`config.mk`:
```
export PLATFORM = sky130hd
export DESIGN_NAME = ram64_loader_flat
export DESIGN_NICKNAME = d
export VERILOG_FILES = /design/src/rtl/ram64_loader_pkg.sv /design/src/rtl/ram64_loader_if.sv /design/src/rtl/ram64_loader_sum16_acc.sv /design/src/rtl/ram64_loader.sv /design/src/flat_wrapper.sv
export SDC_FILE = /design/constraint.sdc
export NUM_CORES = 1
export LEC_CHECK = 0
export ABC_AREA = 1
export CAP_MARGIN = 30
export CORE_MARGIN = 3
export CORE_UTILIZATION = 40
export CTS_CLUSTER_DIAMETER = 150
export DETAILED_ROUTE_END_ITERATION = 8
export GPL_TIMING_DRIVEN = 0
export PLACE_DENSITY = 0.6
export RECOVER_POWER = 25
export SLEW_MARGIN = 20
export SYNTH_ARGS = -nofsm -noshare
export SYNTH_HDL_FRONTEND = slang
export SYNTH_SLANG_ARGS = --single-unit
```
`constraint.sdc`:
```
create_clock -name clk -period 4.9 [get_ports clk]
set_clock_uncertainty 0.15 [all_clocks]
set_input_delay 0.98 -clock clk [delete_from_list [all_inputs] [get_ports clk]]
set_output_delay 0.98 -clock clk [all_outputs]
set_load 0.05 [all_outputs]
```
`src/rtl/ram64_loader_pkg.sv`:
```
// Shared widths and FSM state encoding for the RAM64 bulk loader.
package ram64_loader_pkg;
  localparam int RAM64_ADDR_W = 6;
  localparam int HACK_WORD_W  = 16;

  typedef enum logic [2:0] {
    ST_IDLE   = 3'd0,
    ST_WRITE  = 3'd1,
    ST_VERIFY = 3'd2,
    ST_CHECK  = 3'd3,
    ST_DONE   = 3'd4
  } ldr_state_e;
endpackage

```
`src/rtl/ram64_loader_if.sv`:
```
// Loader control, upstream stream and RAM64 port bundle.
interface ram64_loader_if import ram64_loader_pkg::*; #(
  parameter int ADDR_W = RAM64_ADDR_W,
  parameter int DATA_W = HACK_WORD_W
);
  logic              start;
  logic [ADDR_W-1:0] base_addr;
  logic [ADDR_W:0]   count;
  logic [DATA_W-1:0] s_data;
  logic              s_valid;
  logic              s_ready;
  logic [DATA_W-1:0] ram_in;
  logic [ADDR_W-1:0] ram_addr;
  logic              ram_load;
  logic [DATA_W-1:0] ram_out;
  logic              busy;
  logic              done;
  logic              error;
  logic [DATA_W-1:0] err_sum;

  modport slave (
    input  start, base_addr, count, s_data, s_valid, ram_out,
    output s_ready, ram_in, ram_addr, ram_load, busy, done, error, err_sum
  );

  modport master (
    output start, base_addr, count, s_data, s_valid, ram_out,
    input  s_ready, ram_in, ram_addr, ram_load, busy, done, error, err_sum
  );
endinterface

```
`src/rtl/ram64_loader_sum16_acc.sv`:
```
// Wrapping additive checksum accumulator with synchronous clear.
module sum16_acc import ram64_loader_pkg::*; #(
  parameter int DATA_W = HACK_WORD_W
) (
  input  logic              clk,
  input  logic              clr_i,
  input  logic              en_i,
  input  logic [DATA_W-1:0] addend_i,
  output logic [DATA_W-1:0] sum_o
);
  logic [DATA_W-1:0] sum_q;

  always_ff @(posedge clk) begin
    if (clr_i)
      sum_q <= '0;
    else if (en_i)
      sum_q <= sum_q + addend_i;
  end

  assign sum_o = sum_q;
endmodule

```
`src/rtl/ram64_loader.sv`:
```
// Streams words into RAM64 from a base address, then reads the range back
// and compares additive checksums.
module ram64_loader import ram64_loader_pkg::*; #(
  parameter int ADDR_W = RAM64_ADDR_W,
  parameter int DATA_W = HACK_WORD_W
) (
  input logic           clk,
  input logic           reset,
  ram64_loader_if.slave bus
);
  localparam logic [ADDR_W:0] DEPTH = {1'b1, {ADDR_W{1'b0}}};
  localparam logic [ADDR_W:0] ONE   = {{ADDR_W{1'b0}}, 1'b1};

  function automatic logic [ADDR_W:0] clamp_count(input logic [ADDR_W:0] c);
    return (c > DEPTH) ? DEPTH : c;
  endfunction

  ldr_state_e        state_q;
  logic [ADDR_W-1:0] ptr_q, base_q;
  logic [ADDR_W:0]   remaining_q, cnt_q;
  logic              s_ready_q, busy_q, done_q, error_q;
  logic [DATA_W-1:0] err_sum_q;

  logic [ADDR_W-1:0] ptr_d;
  logic [ADDR_W:0]   count_d;
  logic              hs, start_acc;
  logic [DATA_W-1:0] wsum, rsum;

  assign ptr_d     = ptr_q + 1'b1;
  assign count_d   = clamp_count(bus.count);
  assign hs        = s_ready_q & bus.s_valid;
  assign start_acc = (state_q == ST_IDLE) & bus.start;

  // A write is suppressed on a reset edge so a half-done transfer stops cleanly.
  assign bus.ram_load = hs & ~reset;
  assign bus.ram_in   = s_ready_q ? bus.s_data : '0;
  assign bus.ram_addr = ptr_q;
  assign bus.s_ready  = s_ready_q;
  assign bus.busy     = busy_q;
  assign bus.done     = done_q;
  assign bus.error    = error_q;
  assign bus.err_sum  = err_sum_q;

  sum16_acc #(.DATA_W(DATA_W)) u_wsum (
    .clk      (clk),
    .clr_i    (start_acc),
    .en_i     (hs),
    .addend_i (bus.s_data),
    .sum_o    (wsum)
  );

  sum16_acc #(.DATA_W(DATA_W)) u_rsum (
    .clk      (clk),
    .clr_i    (start_acc),
    .en_i     (state_q == ST_VERIFY),
    .addend_i (bus.ram_out),
    .sum_o    (rsum)
  );

  always_ff @(posedge clk) begin
    if (reset) begin
      state_q     <= ST_IDLE;
      ptr_q       <= '0;
      base_q      <= '0;
      remaining_q <= '0;
      cnt_q       <= '0;
      s_ready_q   <= 1'b0;
      busy_q      <= 1'b0;
      done_q      <= 1'b0;
      error_q     <= 1'b0;
      err_sum_q   <= '0;
    end else begin
      case (state_q)
        ST_IDLE: begin
          if (bus.start) begin
            ptr_q       <= bus.base_addr;
            base_q      <= bus.base_addr;
            cnt_q       <= count_d;
            remaining_q <= count_d;
            error_q     <= 1'b0;
            err_sum_q   <= '0;
            busy_q      <= 1'b1;
            if (count_d == '0) begin
              state_q <= ST_DONE;
              done_q  <= 1'b1;
            end else begin
              state_q   <= ST_WRITE;
              s_ready_q <= 1'b1;
            end
          end
        end
        ST_WRITE: begin
          if (hs) begin
            if (remaining_q == ONE) begin
              state_q     <= ST_VERIFY;
              s_ready_q   <= 1'b0;
              ptr_q       <= base_q;
              remaining_q <= cnt_q;
            end else begin
              ptr_q       <= ptr_d;
              remaining_q <= remaining_q - ONE;
            end
          end
        end
        ST_VERIFY: begin
          ptr_q       <= ptr_d;
          remaining_q <= remaining_q - ONE;
          if (remaining_q == ONE)
            state_q <= ST_CHECK;
        end
        ST_CHECK: begin
          if (rsum != wsum) begin
            error_q   <= 1'b1;
            err_sum_q <= rsum;
          end
          state_q <= ST_DONE;
          done_q  <= 1'b1;
        end
        ST_DONE: begin
          done_q  <= 1'b0;
          busy_q  <= 1'b0;
          state_q <= ST_IDLE;
        end
        default: state_q <= ST_IDLE;
      endcase
    end
  end
endmodule

```
`src/flat_wrapper.sv`:
```
// flat-port wrapper written by rule: the top's interface ports become plain ports
module ram64_loader_flat import ram64_loader_pkg::*;
#(
  parameter int ADDR_W = RAM64_ADDR_W,
  parameter int DATA_W = HACK_WORD_W
)
  (clk, reset, bus_start, bus_base_addr, bus_count, bus_s_data, bus_s_valid, bus_ram_out, bus_s_ready, bus_ram_in, bus_ram_addr, bus_ram_load, bus_busy, bus_done, bus_error, bus_err_sum);
  ram64_loader_if #(.ADDR_W(ADDR_W), .DATA_W(DATA_W)) bus_i ();
  input logic clk;
  input logic reset;
  input wire logic [$bits(bus_i.start)-1:0] bus_start;
  input wire logic [$bits(bus_i.base_addr)-1:0] bus_base_addr;
  input wire logic [$bits(bus_i.count)-1:0] bus_count;
  input wire logic [$bits(bus_i.s_data)-1:0] bus_s_data;
  input wire logic [$bits(bus_i.s_valid)-1:0] bus_s_valid;
  input wire logic [$bits(bus_i.ram_out)-1:0] bus_ram_out;
  output wire logic [$bits(bus_i.s_ready)-1:0] bus_s_ready;
  output wire logic [$bits(bus_i.ram_in)-1:0] bus_ram_in;
  output wire logic [$bits(bus_i.ram_addr)-1:0] bus_ram_addr;
  output wire logic [$bits(bus_i.ram_load)-1:0] bus_ram_load;
  output wire logic [$bits(bus_i.busy)-1:0] bus_busy;
  output wire logic [$bits(bus_i.done)-1:0] bus_done;
  output wire logic [$bits(bus_i.error)-1:0] bus_error;
  output wire logic [$bits(bus_i.err_sum)-1:0] bus_err_sum;
  assign bus_i.start = bus_start;
  assign bus_i.base_addr = bus_base_addr;
  assign bus_i.count = bus_count;
  assign bus_i.s_data = bus_s_data;
  assign bus_i.s_valid = bus_s_valid;
  assign bus_i.ram_out = bus_ram_out;
  assign bus_s_ready = bus_i.s_ready;
  assign bus_ram_in = bus_i.ram_in;
  assign bus_ram_addr = bus_i.ram_addr;
  assign bus_ram_load = bus_i.ram_load;
  assign bus_busy = bus_i.busy;
  assign bus_done = bus_i.done;
  assign bus_error = bus_i.error;
  assign bus_err_sum = bus_i.err_sum;
  ram64_loader #(.ADDR_W(ADDR_W), .DATA_W(DATA_W)) u_core (.clk(clk), .reset(reset), .bus(bus_i));
endmodule
```
==> results.md, run 1 <==
Logic synthesis:
- Yosys mapped the design onto between 40 and 50 distinct sky130hd cell types.
- Of all flip-flops after synthesis, the portion carrying an async set or reset was 0.
- The share of synthesized area in the top cell type comes to 0.286.
- After synthesis, the most frequently instantiated cells are sky130_fd_sc_hd__nand2_1, sky130_fd_sc_hd__inv_1, sky130_fd_sc_hd__nand3_1.
- The average footprint of a synthesized cell is about 6.2 um^2.
- Yosys attributes the largest share of cell area to sky130_fd_sc_hd__dfxtp_1, sky130_fd_sc_hd__nand2_1, sky130_fd_sc_hd__inv_1, sky130_fd_sc_hd__nand3_1, sky130_fd_sc_hd__ha_1.
- The post-synthesis net count is between 900 and 1k.
- The number of enable flip-flop cells after synthesis is 0.
- The most used standard cell by instance count after synthesis is sky130_fd_sc_hd__nand2_1.
- The flip-flop and latch count after synthesis is about 80.
- The number of warnings issued by yosys is 0.
- After technology mapping, the gate count stands at between 900 and 1k.
- Summed over all instances, the cell type with the most area after synthesis is sky130_fd_sc_hd__dfxtp_1.
- The portion of the post-synthesis area used by sequential elements is 0.286.
- The cell area that synthesis handed to floorplanning was roughly 5700 um^2.
- Among all flip-flop cells after synthesis, the most frequent one is sky130_fd_sc_hd__dfxtp_1.

Finish:
- The number of nets in the layout is 1092.
- The layout overhead on the synthesized area is 24.2%.
- In the final layout, the share of cells above drive strength 1 is 0.0484.
- Fill cells in the final layout number roughly 1.4k.
- The final standard cell area without fillers is ~7000 um^2.
- The final standard cell count with taps included and fillers excluded is 1188.
- 0 antenna diodes ended up in the layout.

Floorplanning:
- The die is between 100 and 150 um wide.
- For this configuration, the core starts out at a cell density of 0.418.
- The area of the placeable core is 13600 um^2.
- The floorplan step defined a die boundary enclosing about 16000 um^2.
- The number of I/O pins is 92.
- The number of cell rows is 42.
- The vertical die dimension is 125 um.

Critical path:
- The most repeated library cell on the critical path is sky130_fd_sc_hd__clkbuf_1.
- The critical path starts at reset.
- Data arrives at the worst endpoint at about 3.4 ns.
- The setup path with the least slack is of type in2out.
- The worst register-to-register path begins at u_core.bus.s_ready.
- The critical path goes through dlygate4sd3_1 > clkbuf_1 > clkbuf_1 > nor2_1 > clkdlybuf4s50_1.
- The delay of the slowest cell on the worst path is 0.73 ns.
- The maximum fanout along the worst path is 10.
- The required time of the worst setup path is 3.77 ns.
- Setup slack on the worst reg-to-reg path comes out at 2.64 ns.
- STA classifies the critical path startpoint as an input port.
- The slowest stage of the critical path is the sky130_fd_sc_hd__clkdlybuf4s50_1 cell.
- The kind of end point of the critical path is an output pin.

Routing:
- For this run, design rule violations remaining after detail routing come to 0.
- The total via count in the routed design is around 5.8k.
- The average detailed-routed wire length per instance is 13.7 um.
- The first detailed-routing pass took 5 iterations.
- The via-per-instance ratio is about 4.9.
- The number of nets with antenna violations after routing is 0.
- The routed wire length is around 16000 um.
- The starting DRC count in detailed routing is ~390.

Global routing:
- Entering global routing, the biggest net connects 15 pins.
- The number of antenna violations at the first check in global routing was 0.
- The first global-routing pass estimated between 20000 and 30000 um of wire.
- In the global route stage, overall resource usage came out at 0.207.
- The via count of the first global-routing pass came to 5265.
- The total grt overflow is 0.

Timing:
- The pin slew with the least headroom to its limit is 0.604 ns.
- Counting I/O delays and the setup requirement, the final critical path takes about 4.5 ns.
- In this run the tightest slew margin relative to its limit is 0.597.
- Setup repair after global routing left no endpoint under its margin.
- The final count of pins violating max slew was 0.
- The hold violation count in the final report is 0.
- The maximum achievable frequency is 220 MHz.
- Of the available clock period, the critical path in the final layout requires 0.928.
- The tightest hold path in the finished design has a slack of between 0.2 and 0.3 ns.
- The setup TNS after final layout is 0 ns.
- The final setup violation count is 0.

CTS:
- After clock tree synthesis, the clock-pin slew on the worst setup and hold paths is 0.06 ns.
- The post-CTS setup-driven buffer insertion count is 0.
- The number of H-tree levels is 3.
- The buffer depth of the longest clock path is 2.
- The insertion delay of the later-clocked pin in the worst-skew pair is approximately 0.35 ns.
- The number of clock buffers added by TritonCTS is 9.
- In this run the clock root is driven by a sky130_fd_sc_hd__clkbuf_16.
- The hold buffer count at CTS is 0.
- TritonCTS built the clock tree.
- The total number of clock tree sinks is between 80 and 90.
- Once the clock tree was built, the resizer swapped 0 gates to a different size.

Run status:
- The flow ran to the end, and the final reports show no timing, DRC or antenna violations.

Power and ir drop:
- The worst-case vdd ir drop is between 0.0002 and 0.00025 V.
- The reported leakage power is between 3 and 4 nW.
- Power spread over the standard cell area amounts to about 590 nW/um^2.

Place:
- The number of placed instances with taps included is 1173.
- The HPWL after detailed placement is about 13000 um.
- The global placer's final weighted congestion is between 0.8 and 0.9.
- The count of buffers from port buffering is 91.
- The standard cell area after detailed placement is between 6000 and 7000 um^2.

Worst hold path:
- In this run the worst hold path is classified as reg2reg.
- The critical hold path startpoint is u_core.bus.done.

Run:
- Max-cap violations in this run came to 0.
metal layers:
layer | GRT usage | wire, um | vias up
li1 | - | - | 3090
met1 | 0.302 | 8160 | 2520
met2 | 0.308 | 6800 | 144
met3 | 0.0507 | 953 | 24
met4 | 0.0472 | 304 | 0
met5 | 0 | 0 | -
kinds of logic after synthesis:
logic type / count (synthesis) / share of synthesized area
flops: 81 / 0.286
xor+xnor: 20 / 0.0309
compound gates: 145 / 0.142
buf+inv: 191 / 0.133
simple gates: 434 / 0.328
fa+ha+maj: 35 / 0.0800
critical path, delay by kind of cell:
| family | cells | cell delay (ns) |
|---|---|---|
| buf+inv | 4 | 2.27 |
| simple gates | 1 | 0.16 |
report_power, final:
group	switching, W	internal [W]
logic	0.00157	0.000866
registers	0.000239	0.000868
clock network	0.000289	0.000343
layout by cell type, fill, tap and decap left out, types with 4 or more instances in the layout:
| master | Yosys | routed |
|---|---|---|
| sky130_fd_sc_hd__a21oi_1 | 63 | 63 |
| sky130_fd_sc_hd__a31oi_1 | 5 | 5 |
| sky130_fd_sc_hd__buf_2 | 13 | 9 |
| sky130_fd_sc_hd__clkbuf_1 | 12 | 17 |
| sky130_fd_sc_hd__clkbuf_16 | 0 | 9 |
| sky130_fd_sc_hd__clkdlybuf4s50_1 | 0 | 88 |
| sky130_fd_sc_hd__dfxtp_1 | 81 | 81 |
| sky130_fd_sc_hd__ha_1 | 33 | 33 |
| sky130_fd_sc_hd__inv_1 | 154 | 156 |
| sky130_fd_sc_hd__inv_2 | 9 | 7 |
| sky130_fd_sc_hd__nand2_1 | 240 | 240 |
| sky130_fd_sc_hd__nand2_2 | 5 | 5 |
| sky130_fd_sc_hd__nand3_1 | 86 | 86 |
| sky130_fd_sc_hd__nand4_1 | 7 | 7 |
| sky130_fd_sc_hd__nor2_1 | 75 | 77 |
| sky130_fd_sc_hd__nor3_1 | 5 | 5 |
| sky130_fd_sc_hd__o211ai_1 | 6 | 6 |
| sky130_fd_sc_hd__o21a_1 | 4 | 4 |
| sky130_fd_sc_hd__o21ai_0 | 45 | 46 |
| sky130_fd_sc_hd__o21ai_1 | 5 | 4 |
| sky130_fd_sc_hd__o21bai_1 | 8 | 8 |
| sky130_fd_sc_hd__or2_2 | 4 | 4 |
| sky130_fd_sc_hd__xor2_1 | 17 | 17 |
layout make-up:
type / instances / area [um^2] / share of cell area
Clock inverter: 6 / 43.8 / 0.00623
Sequential cell: 81 / 1620 / 0.231
Buffer: 28 / 128 / 0.0181
Multi-Input combinational cell: 634 / 3270 / 0.465
Clock buffer: 9 / 225 / 0.0320
Timing Repair Buffer: 91 / 911 / 0.130
Inverter: 163 / 612 / 0.0870
Tap cell: 176 / 220 / 0.0313
path summary, 6_finish.rpt:
path,endpoint,cells past startpoint
max,bus_ram_load,5
min,u_core.bus.done,2
max reg2reg,u_core.remaining_q[0],9
min reg2reg,u_core.bus.done,2
flip-flops by register name, summed over array words and instances, names as in the netlist:
name	flops
u_core.base_q	6
u_core.bus.err_sum	16
u_core.u_wsum.sum_o	16
u_core.remaining_q	7
u_core.cnt_q	7
u_core.bus.done	1
u_core.bus.ram_addr	6
u_core.bus.error	1
u_core.bus.busy	1
u_core.u_rsum.sum_o	16
u_core.bus.s_ready	1
u_core.state_q	3
per-stage QoR:
stage                     total power (W)  setup slack [ns]  utilization
after floorplan                   0.00291              1.73            -
after global placement            0.00357             0.381        0.501
after detailed placement          0.00358             0.402        0.501
after CTS                         0.00423             0.394        0.521
after global routing              0.00459             0.290        0.519
final                             0.00418             0.353        0.519
Power figures use the tool's default switching activity.
==> run 2, diff against run 1 <==
--- a/config.mk
+++ b/config.mk
@@ -5,14 +5,14 @@
 export SDC_FILE = /design/constraint.sdc
 export NUM_CORES = 1
 export LEC_CHECK = 0
-export ABC_AREA = 1
+export ABC_AREA = 0
 export CAP_MARGIN = 30
 export CORE_MARGIN = 3
 export CORE_UTILIZATION = 40
 export CTS_CLUSTER_DIAMETER = 150
 export DETAILED_ROUTE_END_ITERATION = 8
 export GPL_TIMING_DRIVEN = 0
-export PLACE_DENSITY = 0.6
+export PLACE_DENSITY = 0.61
 export RECOVER_POWER = 25
 export SLEW_MARGIN = 20
 export SYNTH_ARGS = -nofsm -noshare
==> run 2 against run 1 <==
Against the previous run: non-clock buffer count grew 8; first-iteration DRC count shrank 33%; combinational power shrank 76%; synthesized cell count shrank 28%; worst setup slack gained 0.23 ns; total power shrank 52%; clock power grew 7.9%; final area shrank 7.0%; critical endpoint unchanged; largest power group is now sequential cells; highest routed layer unchanged.
==> results.md, run 2 <==
Routing:
- The total via count in the routed design was 5143 (-11%).
- The number of optimization iterations in the first detailed-route pass is 5 (unchanged).
- The number of nets with antenna violations after routing was 0 (unchanged).
- The starting DRC count in detailed routing is 263 (-33%).
- The number of remaining DRC errors is 0 (unchanged).
- The via-per-instance ratio was 5.57 (+14%).
- The average detailed-routed wire length per instance came to 16.5 um (+21%).
- The routed wire length is 15200 um (-6.0%).

Worst hold path:
- The count of cells along the worst hold path is 2 (unchanged).
- The startpoint identified for the worst hold timing path is u_core.cnt_q[5].
- The class of the most critical hold timing path is reg2reg.
- The worst hold path terminates at u_core.cnt_q[5].

Power and ir drop:
- The switching power is 0.000657 W (-69%).
- The register share of total power is 0.371 (+0.106).
- The part of the total power dissipated in combinational logic is 0.291 (-0.293).
- The internal portion of total power is 0.00136 W (-35%).
- The reported leakage power came to 2.59 nW (-29%).
- The worst-case vdd ir drop was 0.000237 V (-0.60%).
- The power per cell area was 308 nW/um^2 (-48%).
- The portion of total power attributed to the clock network came to 0.339 (+0.188).
- The switching power share of the total is 0.326 (-0.177).

Logic synthesis:
- The share of synthesized registers carrying an async set or reset is 0 (unchanged).
- The number of library cell types mapped by synthesis is 52 (+27%).
- In the synthesized netlist the dominant register cell turns out to be sky130_fd_sc_hd__dfxtp_1.
- The post-synthesis instance total is 651 (-28%).
- The number of warnings issued by yosys is 0 (unchanged).
- The cell area after synthesis is 5130 um^2 (-9.3%).
- The area share of the leading cell type in the synthesized netlist came to 0.316 (+0.0294).
- By count the netlist is led by sky130_fd_sc_hd__nand2_1, sky130_fd_sc_hd__dfxtp_1, sky130_fd_sc_hd__a21oi_1.
- In the post-synthesis netlist, the cell with the most instances is sky130_fd_sc_hd__nand2_1.
- The portion of the post-synthesis area used by sequential elements is 0.316 (+0.0294).
- The flip-flop and latch count after synthesis is 81 (unchanged).
- The post-synthesis net count is 735 (-26%).
- The number of enable flip-flop cells after synthesis is 0 (unchanged).
- By area the synthesized netlist is led by sky130_fd_sc_hd__dfxtp_1, sky130_fd_sc_hd__ha_1, sky130_fd_sc_hd__a21oi_1, sky130_fd_sc_hd__nand2_1, sky130_fd_sc_hd__xor2_1.
- Summed over all instances, the cell type with the most area after synthesis is sky130_fd_sc_hd__dfxtp_1.
- The average footprint of a synthesized cell came to 7.89 um^2 (+26%).

Floorplanning:
- The number of cell rows was 40 (-4.8%).
- The die extent in x came to 119 um (-4.5%).
- The area of the placeable core came to 12300 um^2 (-9.6%).
- The area of the die is 14200 um^2 (-8.9%).
- The starting utilization of the core area is 0.419 (+0.00119).
- The vertical die dimension is 119 um (-4.5%).
- The number of I/O pins is 92 (unchanged).

Place:
- The HPWL after detailed placement was 11800 um (-7.5%).
- The count of buffers from port buffering is 90 (-1.1%).
- The global placer's final weighted congestion is 0.939 (+8.0%).

Finish:
- The number of inserted filler cells in the final layout is 1196 (-15%).
- The most common cell after layout, fill and taps aside is sky130_fd_sc_hd__nand2_1.
- The number of nets in the layout came to 836 (-23%).
- The fraction of final layout cells with drive strength greater than 1 is 0.0384 (-0.0101).
- The final antenna diode count was 0 (unchanged).
- The core occupancy in the finished layout is 0.534 (+0.0149).
- The top cell types in the final layout, fill and taps aside, are sky130_fd_sc_hd__nand2_1, sky130_fd_sc_hd__dfxtp_1, sky130_fd_sc_hd__clkdlybuf4s50_1, sky130_fd_sc_hd__a21oi_1, sky130_fd_sc_hd__nor2_1.
- From synthesis to final layout, the design area changed by 27.4%.

Critical path:
- The internal reg-to-reg setup slack came to 2.09 ns (-0.55 ns).
- The required time of the worst setup path is 3.77 ns (about the same).
- The cell family contributing the most delay on the critical path is buffers and inverters.
- The signal on the critical path passes through dlygate4sd3_1 > nand2_1 > clkbuf_1 > nor2_1 > clkdlybuf4s50_1.
- The delay of the slowest cell on the worst path is 0.83 ns (+0.10 ns).
- The signal arrival time at the worst endpoint is 3.19 ns (-0.23 ns).
- By startpoint and endpoint, the worst setup path is classified as in2out.
- The kind of end point of the critical path is an output pin.
- The maximum fanout along the worst path was 10 (unchanged).
- The critical register-to-register path endpoint is u_core.u_wsum.sum_o[14].
- The worst-path cell with the longest stage delay is sky130_fd_sc_hd__clkdlybuf4s50_1.
- The startpoint of the lowest-slack register-to-register path is u_core.u_wsum.sum_o[0].
- The number of gates on the worst path with buffers counted is 5 (unchanged).
- The sum of buffers and inverters on the critical path is 3 (-1).
- The kind of start point of the critical path is an input port.
- The depth of the worst register-to-register path was 8 (-1).

CTS:
- The number of H-tree levels is 3 (unchanged).
- The total number of clock tree sinks is 81 (unchanged).
- The number of CTS-inserted buffers came to 9 (unchanged).
- The TritonCTS clock tree is built.
- The post-CTS setup-driven buffer insertion count is 0 (unchanged).
- The tree is rooted in a sky130_fd_sc_hd__clkbuf_16.
- The insertion delay of the later-clocked pin in the worst-skew pair is 0.34 ns (about the same).
- The buffer depth of the longest clock path is 2 (unchanged).
- The count of cells resized by post-cts repair is 0 (unchanged).
- The hold buffer count at CTS was 0 (unchanged).
- The register clock-pin slew on the reported worst setup and hold paths is 0.06 ns (about the same).

Global routing:
- The via count of the first global-routing pass came to 5131 (-2.5%).
- The number of antenna violations at the first check in global routing is 0 (unchanged).
- The wire length of the first global-routing pass was 25600 um (-3.4%).
- The largest net degree at the start of global routing came to 13 (-2).
- The total grt overflow is 0 (unchanged).
- The total global-route track usage was 0.218 (+0.0117).

Timing:
- The worst hold slack after final layout is 0.305 ns (+0.00510 ns).
- The final setup violation count came to 0 (unchanged).
- The pin slew with the least headroom to its limit is 0.766 ns (+0.162 ns).
- The normalized max-slew margin is 0.490 (-0.108).
- The hold violation count in the final report is 0 (unchanged).
- The final critical-path share of the clock period is 0.881 (-0.0468).
- The final critical-path required period is 4.32 ns (-0.229 ns).
- The final count of pins violating max slew is 0 (unchanged).
- The setup TNS after final layout was 0 ns (unchanged).
- The maximum achievable frequency is 232 MHz (+5.3%).
- Setup repair after global routing left no endpoint under its margin.

Run:
- The count of max-cap constraint violations is 0 (unchanged).

Run status:
- The run finished with clean final reports.
run 2: cell count changes in the layout (fill, tap and decap cells not counted), moves of 14 or more:
cell                       delta
sky130_fd_sc_hd__nand2_1    -147
sky130_fd_sc_hd__nor2_1      -39
sky130_fd_sc_hd__nand3b_1    +23
sky130_fd_sc_hd__inv_1      -144
sky130_fd_sc_hd__nand3_1     -69
sky130_fd_sc_hd__a21oi_1     +15
sky130_fd_sc_hd__clkbuf_1    +18
sky130_fd_sc_hd__o21ai_0     -14
sky130_fd_sc_hd__and2_1      +19
sky130_fd_sc_hd__a211oi_1    +14
run 2: how the worst max path moves through the flow:
stage                           start           end  slack [ns]
after floorplan           bus_s_valid  bus_ram_load        1.76
after global placement    bus_s_valid  bus_ram_load        0.67
after detailed placement  bus_s_valid  bus_ram_load        0.66
after CTS                 bus_s_valid  bus_ram_load        0.64
after global routing      bus_s_valid  bus_ram_load        0.49
final                     bus_s_valid  bus_ram_load        0.58
run 2: cell type report:
| cell class | count | area [um^2] | share of cell area |
|---|---|---|---|
| multi-input combinational | 521 | 3320 | 0.507 |
| sequential | 81 | 1620 | 0.248 |
| timing repair buffer | 90 | 901 | 0.138 |
| clock buffer | 13 | 260 | 0.0398 |
| tap | 168 | 210 | 0.0321 |
| buffer | 37 | 149 | 0.0228 |
| inverter | 12 | 45.0 | 0.00688 |
| clock inverter | 2 | 37.5 | 0.00574 |
run 2: cell families (layout without fill, tap and decap cells):
family | count (synthesis) | after routing | share of synthesized area
flip-flops | 81 | 81 | 0.316
buffers and inverters | 49 | 154 | 0.0378
AND/OR/NAND/NOR | 249 | 249 | 0.244
multiplexers | 3 | 3 | 0.00609
adder cells (fa/ha/maj) | 35 | 35 | 0.0882
AO/OA/AOI/OAI | 199 | 199 | 0.248
XOR/XNOR | 35 | 35 | 0.0597
run 2: per-layer routing:
layer / GRT usage / wire (um) / vias up
li1: - / - / 2558
met1: 0.271 / 6860 / 2430
met2: 0.386 / 7510 / 137
met3: 0.0470 / 636 / 18
met4: 0.0523 / 241 / 0
met5: 0 / 0 / -
run 2: per-stage QoR:
step                      power, W  setup WS [ns]  instances  area [um^2]
after floorplan            0.00116           1.76        651         5130
after global placement     0.00133          0.667        909         6250
after detailed placement   0.00134          0.656        909         6250
after CTS                  0.00203          0.642        924         6540
after global routing       0.00212          0.491        924         6540
final                      0.00202          0.583        924         6540
run 2: power groups by stage:
| stage | combinational [W] | clock, W | sequential, W |
|---|---|---|---|
| global placement | 0.000575 | 0 | 0.000760 |
| CTS | 0.000586 | 0.000695 | 0.000747 |
| detailed placement | 0.000583 | 0 | 0.000761 |
| global route | 0.000651 | 0.000720 | 0.000752 |
| floorplan | 0.000382 | 0 | 0.000775 |
| finish | 0.000586 | 0.000682 | 0.000747 |
run 2: worst reg2reg max path: stages, from the launching register on:
cell	delay (ns)
sky130_fd_sc_hd__dfxtp_1	0.33
sky130_fd_sc_hd__ha_1	0.23
sky130_fd_sc_hd__fa_1	0.44
sky130_fd_sc_hd__a211oi_1	0.34
sky130_fd_sc_hd__o21ai_0	0.26
sky130_fd_sc_hd__a221oi_1	0.52
sky130_fd_sc_hd__a21oi_1	0.16
sky130_fd_sc_hd__xnor2_1	0.18
sky130_fd_sc_hd__a21oi_1	0.08
==> run 3, diff against run 2 <==
--- a/config.mk
+++ b/config.mk
@@ -7,7 +7,6 @@
 export LEC_CHECK = 0
 export ABC_AREA = 0
 export CAP_MARGIN = 30
-export CORE_MARGIN = 3
 export CORE_UTILIZATION = 40
 export CTS_CLUSTER_DIAMETER = 150
 export DETAILED_ROUTE_END_ITERATION = 8
==> run 3 against run 2 <==
Against the previous run: combinational power grew 1%; worst setup slack got worse by 0.044 ns; global-route usage is 1.7 points higher; register-to-register slack worse by 0.10 ns.
==> results.md, run 3 (same netlist as run 2, synthesis figures left out) <==
CTS:
- The clock root buffer master is sky130_fd_sc_hd__clkbuf_16.
- The insertion delay of the later-clocked pin in the worst-skew pair is 0.34 ns (about the same).
- The buffer depth of the longest clock path is 2 (unchanged).
- The total number of clock tree sinks came to 81 (unchanged).
- The register clock-pin slew on the reported worst setup and hold paths came to 0.06 ns (about the same).
- The count of cells resized by post-cts repair is 0 (unchanged).
- The post-CTS setup-driven buffer insertion count is 0 (unchanged).
- TritonCTS built the clock tree.
- The number of CTS-inserted buffers was 9 (unchanged).
- The number of H-tree levels is 3 (unchanged).
- The hold buffer count at CTS is 0 (unchanged).

Timing:
- The final count of pins violating max slew is 0 (unchanged).
- The hold violation count in the final report is 0 (unchanged).
- The final setup violation count is 0 (unchanged).
- The setup TNS after final layout is 0 ns (unchanged).
- The pin slew with the least headroom to its limit is 0.672 ns (-0.0939 ns).
- The final critical-path required period is 4.36 ns (+0.0438 ns).
- The normalized max-slew margin is 0.552 (+0.0626).
- The final critical-path share of the clock period came to 0.890 (+0.00894).
- The maximum achievable frequency is 229 MHz (-1.0%).
- The post-layout worst setup margin was 0.539 ns (-0.0438 ns).
- Setup repair after global routing left no endpoint under its margin.

Global routing:
- The wire length of the first global-routing pass is 24300 um (-5.0%).
- The total global-route track usage came to 0.235 (+0.0167).
- The via count of the first global-routing pass was 4791 (-6.6%).
- The number of antenna violations at the first check in global routing is 0 (unchanged).
- The total grt overflow is 0 (unchanged).
- The largest net degree at the start of global routing is 14 (+1).

Worst hold path:
- The class of the most critical hold timing path is reg2reg.

Finish:
- The number of nets in the layout is 836 (unchanged).
- The number of inserted filler cells in the final layout is 1222 (+2.2%).
- The most common cell after layout, fill and taps aside is sky130_fd_sc_hd__nand2_1.
- The top cell types in the final layout, fill and taps aside, are sky130_fd_sc_hd__nand2_1, sky130_fd_sc_hd__dfxtp_1, sky130_fd_sc_hd__a21oi_1, sky130_fd_sc_hd__clkdlybuf4s50_1, sky130_fd_sc_hd__nor2_1.
- The core occupancy in the finished layout came to 0.520 (-0.0137).
- Compared with the post-synthesis result, the final layout area differs by 27.3%.
- The final antenna diode count came to 0 (unchanged).
- The fraction of final layout cells with drive strength greater than 1 came to 0.0397 (+0.00132).

Routing:
- The number of remaining DRC errors is 0 (unchanged).
- The via-per-instance ratio is 5.53 (-0.61%).
- The starting DRC count in detailed routing was 381 (+45%).
- The number of optimization iterations in the first detailed-route pass is 5 (unchanged).
- The average detailed-routed wire length per instance is 16.5 um (+0.16%).
- The routed wire length is 15300 um (+0.59%).
- The number of nets with antenna violations after routing was 0 (unchanged).
- The total via count in the routed design came to 5134 (-0.17%).

Place:
- The HPWL after detailed placement is 11700 um (-1.0%).
- The global placer's final weighted congestion is 0.856 (-8.8%).
- The count of buffers from port buffering is 90 (unchanged).
- The setup slack at placement is 0.560 ns (-0.0961 ns).

Floorplanning:
- The area of the placeable core was 12600 um^2 (+2.5%).
- The starting utilization of the core area was 0.409 (-0.0102).
- The number of I/O pins is 92 (unchanged).
- The vertical die dimension is 115 um (-3.4%).
- The die extent in x is 115 um (-3.4%).
- The area of the die was 13300 um^2 (-6.6%).
- The number of cell rows is 41 (+2.5%).

Critical path:
- Traced cell by cell, the critical path runs through dlygate4sd3_1 > nand2_1 > clkbuf_1 > nor2_1 > clkdlybuf4s50_1.
- The type of the worst setup path is in2out.
- The kind of cell with the highest combined delay on the critical path is buffers and inverters.
- The worst-path cell with the longest stage delay is sky130_fd_sc_hd__clkdlybuf4s50_1.
- The delay of the slowest cell on the worst path is 0.83 ns (about the same).
- The sum of buffers and inverters on the critical path is 3 (unchanged).
- The kind of end point of the critical path is an output pin.
- The kind of start point of the critical path is an input port.
- The required time of the worst setup path came to 3.77 ns (about the same).
- The signal arrival time at the worst endpoint is 3.23 ns (+0.04 ns).
- The maximum fanout along the worst path is 10 (unchanged).

Run status:
- The flow ran to the end, and the final reports show no timing, DRC or antenna violations.

Power and ir drop:
- The power per cell area is 306 nW/um^2 (-0.53%).
- The reported leakage power is 2.59 nW (about the same).
- The worst-case vdd ir drop is 0.000143 V (-40%).

Run:
- The count of max-cap constraint violations came to 0 (unchanged).
[run 3: cell types whose count changed in the layout (fill, tap and decap cells not counted)]
cell,previous run,this run
sky130_fd_sc_hd__clkinv_2,0,3
sky130_fd_sc_hd__clkbuf_8,2,0
sky130_fd_sc_hd__clkdlybuf4s50_1,79,77
sky130_fd_sc_hd__dlygate4sd3_1,11,13
sky130_fd_sc_hd__buf_2,2,1
sky130_fd_sc_hd__clkbuf_1,35,34
sky130_fd_sc_hd__clkinvlp_4,1,2
[run 3: final timing paths]
path / startpoint / endpoint / slack [ns] / cells past startpoint
setup / recovery: bus_s_valid / bus_ram_load / 0.54 / 5
hold / removal: u_core.cnt_q[5] / u_core.cnt_q[5] / 0.30 / 2
setup reg to reg: u_core.u_wsum.sum_o[0] / u_core.u_wsum.sum_o[14] / 1.99 / 8
hold reg to reg: u_core.cnt_q[5] / u_core.cnt_q[5] / 0.30 / 2
[run 3: area by class of cell]
cell class / instances / area [um^2] / share of cell area
repair buffers: 90 / 901 / 0.138
multi-input cells: 521 / 3320 / 0.508
clock buffers: 9 / 225 / 0.0345
inverters: 12 / 45.0 / 0.00689
clock inverters: 6 / 60.1 / 0.00919
flip-flops and latches: 81 / 1620 / 0.248
well taps: 172 / 215 / 0.0329
plain buffers: 37 / 148 / 0.0226
[run 3: metal layers]
layer / up-vias / global-route usage / share of wire
met1: 2423 / 0.310 / 0.46
met3: 16 / 0.0311 / 0.044
li1: 2555 / - / -
met2: 140 / 0.399 / 0.48
met4: 0 / 0.0710 / 0.015
met5: - / 0 / 0
[run 3: power by group]
part	internal [W]	total, W	leakage, nW	switching (W)
combinational	0.000236	0.000592	1.79	0.000356
clock	0.000389	0.000662	0.137	0.000273
sequential	0.000702	0.000747	0.659	0.0000455
total	0.00133	0.00200	2.59	0.000675
[run 3: worst register-to-register path, cell delays in order (launching register included)]
cell and delay [ns]:
sky130_fd_sc_hd__dfxtp_1 0.33, sky130_fd_sc_hd__ha_1 0.22, sky130_fd_sc_hd__fa_1 0.43, sky130_fd_sc_hd__a211oi_1 0.37
sky130_fd_sc_hd__o21ai_0 0.26, sky130_fd_sc_hd__a221oi_1 0.53, sky130_fd_sc_hd__a21oi_1 0.16, sky130_fd_sc_hd__xnor2_1 0.23
sky130_fd_sc_hd__a21oi_1 0.10
[run 3: stage by stage]
stage / cells / total power, W / instance area, um^2 / hold WS, ns
3_3_place_gp: 913 / 0.00134 / 6250 / 0.293
5_1_grt: 928 / 0.00210 / 6540 / 0.318
2_1_floorplan: 651 / 0.00116 / 5130 / 0.282
3_5_place_dp: 913 / 0.00135 / 6250 / 0.298
4_1_cts: 928 / 0.00201 / 6540 / 0.306
6_report: 928 / 0.00200 / 6540 / 0.305
